[config.mk]
export PLATFORM = sky130hd
export DESIGN_NAME = i2c_dac_writer
export DESIGN_NICKNAME = d
export VERILOG_FILES = /design/src/rtl/i2c_dac_writer.sv
export SDC_FILE = /design/constraint.sdc
export NUM_CORES = 1
export LEC_CHECK = 0
export ABC_AREA = 0
export ABC_CLOCK_PERIOD_IN_PS = 2050
export BUFFER_PORTS_ARGS = -buffer_cell sky130_fd_sc_hd__buf_2
export CORE_ASPECT_RATIO = 0.8
export CORE_MARGIN = 2
export CORE_UTILIZATION = 40
export CTS_CLUSTER_SIZE = 16
export DETAILED_ROUTE_END_ITERATION = 16
export PLACE_DENSITY = 0.67
export SLEW_MARGIN = 15
export SYNTH_ARGS = -nofsm -noshare
export SYNTH_HDL_FRONTEND = slang
export SYNTH_SLANG_ARGS = --single-unit
[constraint.sdc]
create_clock -name clk -period 2.05 [get_ports clk]
set_clock_uncertainty 0.05 [all_clocks]
set_input_delay 0.1025 -clock clk [delete_from_list [all_inputs] [get_ports clk]]
set_output_delay 0.1025 -clock clk [all_outputs]
set_load 0.01 [all_outputs]
[src/rtl/i2c_dac_writer.sv]
// Single-shot I2C master that writes one 12-bit code plus power-down bits to a DAC.
// Define I2C_DAC_WRITER_NACK_ABORT_EN to end the frame with STOP right after a NACKed ACK slot.
module i2c_dac_writer #(
  parameter int unsigned CLK_DIV  = 63,
  parameter logic [6:0]  DEV_ADDR = 7'h60,
  parameter int unsigned DATA_W   = 12
) (
  input  logic              clk,
  input  logic              rst_n,
  input  logic              start,
  input  logic [DATA_W-1:0] data_i,
  input  logic [1:0]        pd_i,
  input  logic              sda_i,
  output logic              scl_oe,
  output logic              sda_oe,
  output logic              busy,
  output logic              done,
  output logic              nack
);

  localparam int unsigned QW        = 10;
  localparam int unsigned BW        = 5;
  localparam int unsigned CW        = 12;
  localparam int unsigned LSH       = CW - DATA_W;
  localparam int unsigned LAST_SLOT = 26;

`ifdef I2C_DAC_WRITER_NACK_ABORT_EN
  localparam bit ABORT_EN = 1'b1;
`else
  localparam bit ABORT_EN = 1'b0;
`endif

  typedef enum logic [2:0] {S_IDLE, S_START, S_BITS, S_STOP, S_DONE} state_t;

  state_t          r_state, w_state_nxt;
  logic [QW-1:0]   r_qcnt, w_qcnt_nxt;
  logic [1:0]      r_quarter, w_quarter_nxt;
  logic [BW-1:0]   r_bit, w_bit_nxt;
  logic [CW-1:0]   r_code, w_code_nxt;
  logic [1:0]      r_pd, w_pd_nxt;
  logic            r_scl_oe, w_scl_oe_nxt;
  logic            r_sda_oe, w_sda_oe_nxt;
  logic            r_busy, w_busy_nxt;
  logic            r_done, w_done_nxt;
  logic            r_nack, w_nack_nxt;

  logic            w_tick;
  logic            w_is_ack;
  logic            w_bit_val;
  logic [0:26]     w_frame;
  logic [CW-1:0]   w_code_in;

  assign w_code_in = CW'(data_i) << LSH;
  assign w_tick    = (r_qcnt == QW'(CLK_DIV - 1));
  assign w_is_ack  = (r_bit == BW'(8)) || (r_bit == BW'(17)) || (r_bit == BW'(LAST_SLOT));
  // Slot-ordered frame; ACK positions hold 1 so SDA is released there
  assign w_frame   = {DEV_ADDR, 1'b0, 1'b1, 2'b00, r_pd, r_code[11:8], 1'b1, r_code[7:0], 1'b1};
  assign w_bit_val = w_frame[r_bit];

  always_ff @(posedge clk or negedge rst_n) begin
    if (!rst_n) r_state <= S_IDLE;
    else        r_state <= w_state_nxt;
  end

  always_comb begin
    w_state_nxt   = r_state;
    w_qcnt_nxt    = '0;
    w_quarter_nxt = r_quarter;
    w_bit_nxt     = r_bit;
    w_code_nxt    = r_code;
    w_pd_nxt      = r_pd;
    w_busy_nxt    = r_busy;
    w_done_nxt    = 1'b0;
    w_nack_nxt    = r_nack;
    w_scl_oe_nxt  = 1'b0;
    w_sda_oe_nxt  = 1'b0;

    if (r_state inside {S_START, S_BITS, S_STOP})
      w_qcnt_nxt = w_tick ? '0 : r_qcnt + QW'(1);

    case (r_state)
      S_IDLE: begin
        if (start) begin
          w_state_nxt   = S_START;
          w_quarter_nxt = 2'd0;
          w_bit_nxt     = '0;
          w_code_nxt    = w_code_in;
          w_pd_nxt      = pd_i;
          w_busy_nxt    = 1'b1;
          w_nack_nxt    = 1'b0;
        end
      end
      S_START: begin
        if (w_tick) begin
          if (r_quarter == 2'd1) begin
            w_state_nxt   = S_BITS;
            w_quarter_nxt = 2'd0;
            w_bit_nxt     = '0;
          end else begin
            w_quarter_nxt = r_quarter + 2'd1;
          end
        end
      end
      S_BITS: begin
        if (w_tick && (r_quarter == 2'd1) && w_is_ack)
          w_nack_nxt = r_nack | sda_i;
        if (w_tick) begin
          if (r_quarter == 2'd3) begin
            w_quarter_nxt = 2'd0;
            if ((r_bit == BW'(LAST_SLOT)) || (ABORT_EN && w_is_ack && r_nack))
              w_state_nxt = S_STOP;
            else
              w_bit_nxt = r_bit + BW'(1);
          end else begin
            w_quarter_nxt = r_quarter + 2'd1;
          end
        end
      end
      S_STOP: begin
        if (w_tick) begin
          if (r_quarter == 2'd2) begin
            w_state_nxt   = S_DONE;
            w_quarter_nxt = 2'd0;
            w_bit_nxt     = '0;
            w_busy_nxt    = 1'b0;
            w_done_nxt    = 1'b1;
          end else begin
            w_quarter_nxt = r_quarter + 2'd1;
          end
        end
      end
      S_DONE: begin
        w_state_nxt = S_IDLE;
      end
      default: begin
        w_state_nxt = S_IDLE;
      end
    endcase

    // Line drive trails the position by one clk; SDA moves one clk after SCL falls
    case (r_state)
      S_START: begin
        w_sda_oe_nxt = (r_quarter == 2'd1);
      end
      S_BITS: begin
        w_scl_oe_nxt = (r_quarter == 2'd0) || (r_quarter == 2'd3);
        w_sda_oe_nxt = ((r_quarter == 2'd0) && (r_qcnt != '0)) ? ~w_bit_val : r_sda_oe;
      end
      S_STOP: begin
        w_scl_oe_nxt = (r_quarter == 2'd0);
        w_sda_oe_nxt = (r_quarter != 2'd2);
      end
      default: ;
    endcase
  end

  always_ff @(posedge clk or negedge rst_n) begin
    if (!rst_n) begin
      r_qcnt    <= '0;
      r_quarter <= '0;
      r_bit     <= '0;
      r_code    <= '0;
      r_pd      <= '0;
      r_scl_oe  <= 1'b0;
      r_sda_oe  <= 1'b0;
      r_busy    <= 1'b0;
      r_done    <= 1'b0;
      r_nack    <= 1'b0;
    end else begin
      r_qcnt    <= w_qcnt_nxt;
      r_quarter <= w_quarter_nxt;
      r_bit     <= w_bit_nxt;
      r_code    <= w_code_nxt;
      r_pd      <= w_pd_nxt;
      r_scl_oe  <= w_scl_oe_nxt;
      r_sda_oe  <= w_sda_oe_nxt;
      r_busy    <= w_busy_nxt;
      r_done    <= w_done_nxt;
      r_nack    <= w_nack_nxt;
    end
  end

  assign scl_oe = r_scl_oe;
  assign sda_oe = r_sda_oe;
  assign busy   = r_busy;
  assign done   = r_done;
  assign nack   = r_nack;

endmodule

==> flow_summary.yaml <==
cells_and_area:
  multi_input_area_um2: 1140
  syn_to_final_growth_pct: 21.2
  post-route-util_pct: 49.6
  nets: 294
  seq_area_um2: 976
  diodes: 0
  fillCellCount: 481
  drive_gt1_share_pct: 24.9
  stdcell_count: 330
clock_tree:
  cts_tree: "done"
  clk_latency_ps: 300
  clock_path_buffers: 2
  cts_setup_buffers: 0
  clockRootBuffer: "clkbuf_8"
  path_clk_slew_ps: 80
  htree_levels: 2
  cts_buffers: 5
  numClockSinks: 39
yosys:
  ys_top_cells_by_count: "dfrtp_1, nor2_1, mux2_2"
  synth-edff-count: 0
  synthFlopType: "dfrtp_1"
  seq_area_frac_synth_pct: 44.4
  async_flop_share_pct: 100
  synthCells: 219
  synth.distinct_cells: 41
  yosysTopAreaCell: "dfrtp_1"
  ys_warn_count: 0
  ys_top_cells_by_area: "dfrtp_1, mux2_2, ha_1, nor2_1, o21ai_0"
  avgSynthCellArea_um2: 10.0
  synth_top_area_share_pct: 44.4
  synth_most_common_cell: "dfrtp_1"
  synth-seq-cells: 39
  syn_area_um2: 2200
  synth.net_count: 249
pwr:
  p_int_uw: 1800
  seq_power_share_pct: 45.0
  peakVddDrop_mv: 0.527
  comb_power_share_pct: 37.1
  power.switching_uw: 1050
  leakagePower_uw: 0.00124
  switching_share_pct: 36.8
  p_per_area_nw_per_um2: 1070
  total_power_uw: 2850
  pwr-share-clk_pct: 17.9
setup_path:
  crit_required_ps: 2180
  startpoint_type: "flop"
  path_class: "flop to flop"
  cp_data_arrival_time_ps: 2030
  path_max_fanout: 5
  reg2reg_depth: 7
  end_kind: "flop"
detailed_routing:
  vias_per_cell: 5.25
  wire_per_inst_um: 14.5
  drtIter0Drc: 75
  first_pass_iters: 4
  postRouteWirelength_um: 4780
  drcViolationCount: 0
  antenna_left: 0
  route.vias.total: 1733
run:
  cap_violations: 0
global_routing:
  antenna_found_initial: 0
  grt_pass1_wl_um: 8190
  grt_overflow: 0
  grt_pass1_vias: 1733
  grt_max_degree: 18
  track_usage_pct: 17.3
place:
  dpl.hpwl_um: 3410
  routabilityCongestion: 0.848
  io_buffers: 22
  place_inst: 307
timing:
  setup_viol: 0
  fin_hold_ws_ps: 114
  drv_slew: 0
  tightest_slew_ps: 485
  relSlewSlack_pct: 67.7
  post-route-period-util_pct: 92.2
  fin_crit_ps: 1890
  hold_violations: 0
  fmax_mhz: 529
floorplanning:
  die_h_um: 70.3
  dieArea_um2: 6110
  die_w_um: 86.9
  rows: 24
  ios: 23
  core_um2: 5380
  initial_core_util_pct: 40.9
min_path:
  hp-class: "input pin to asynchronous set/reset pin"
outcome:
  status: "complete, no violations"
critical path, stage by stage, from the launching register on:
cell     delay (ps)
dfrtp_1         390
inv_1           110
ha_1            250
mux2i_1         180
a21oi_2         110
o22ai_1         330
nor3_1           80
a211o_1         270
cell type report:
cell class              count  share of cell area, %
flip-flops and latches     39                   36.6
multi-input cells         159                   42.8
inverters                  11                   1.55
repair buffers             48                   12.9
well taps                  65                   3.05
clock inverters             3                  0.563
clock buffers               5                   2.58
stage by stage:
| step | setup WS (ps) | TNS, ps | area (µm²) |
|---|---|---|---|
| final | 159 | 0 | 2670 |
| after global placement | 170 | 0 | 2430 |
| after CTS | 100 | 0 | 2650 |
| after detailed placement | 123 | 0 | 2430 |
| after floorplan | 188 | 0 | 2200 |
| after global routing | -15.4 | -15.4 | 2670 |
final timing paths:
check	start	end	slack, ps
setup / recovery	r_quarter[0]$_DFFE_PN0P_	r_state[1]$_DFFE_PN0P_	160
hold / removal	rst_n	r_code[4]$_DFFE_PN0P_	110
setup reg to reg	r_quarter[0]$_DFFE_PN0P_	r_state[1]$_DFFE_PN0P_	160
hold reg to reg	nack$_DFFE_PN0P_	nack$_DFFE_PN0P_	450
max in group asynchronous	rst_n	r_quarter[1]$_DFFE_PN0P_	1360
min in group clk	sda_i	nack$_DFFE_PN0P_	180
placed cells by master, fill, tap and decap left out, types with 4 or more instances in the layout:
| cell type | instances |
|---|---|
| nand3_1 | 9 |
| o21ai_0 | 15 |
| ha_1 | 12 |
| mux2_2 | 17 |
| inv_1 | 11 |
| dfrtp_1 | 39 |
| mux2i_1 | 5 |
| buf_4 | 11 |
| buf_2 | 22 |
| dlygate4sd3_1 | 15 |
| nor2_1 | 21 |
| a21oi_1 | 7 |
| clkbuf_8 | 5 |
| xor2_1 | 6 |
| nand2b_1 | 4 |
| nand2_1 | 16 |
timing repair:
item,4_1_cts,5_1_grt
endpoints found under the hold margin,52,1
endpoints found under the setup margin,0,4
hold buffers,14,1
resized for setup,0,1
power by group through the flow:
stage | Sequential [µW] | Clock (µW) | Combinational, µW
floorplan | 1240 | 0 | 766
global placement | 1280 | 0 | 997
detailed placement | 1300 | 0 | 1030
CTS | 1280 | 524 | 1060
global route | 1330 | 554 | 1210
finish | 1280 | 509 | 1060
kinds of logic after synthesis:
logic type,after synthesis,synth area share (%)
flops,39,44.4
buf+inv,21,3.92
xor+xnor,8,3.19
mux,22,11.0
compound gates,41,12.3
simple gates,76,18.4
fa+ha+maj,12,6.83
layer usage:
layer	global-route usage, %	up-vias	share of wire, %
li1	-	864	-
met1	24.9	809	50
met4	8.51	0	3.1
met3	3.55	13	3.9
met5	0	-	0
met2	24.3	47	43
sequential cells by signal, summed over array words and instances (netlist names):
name,cells
done,1
r_pd,2
scl_oe,1
sda_oe,1
nack,1
r_bit,5
r_quarter,2
r_code,12
busy,1
r_state,3
r_qcnt,10
Power figures use the tool's default switching activity.
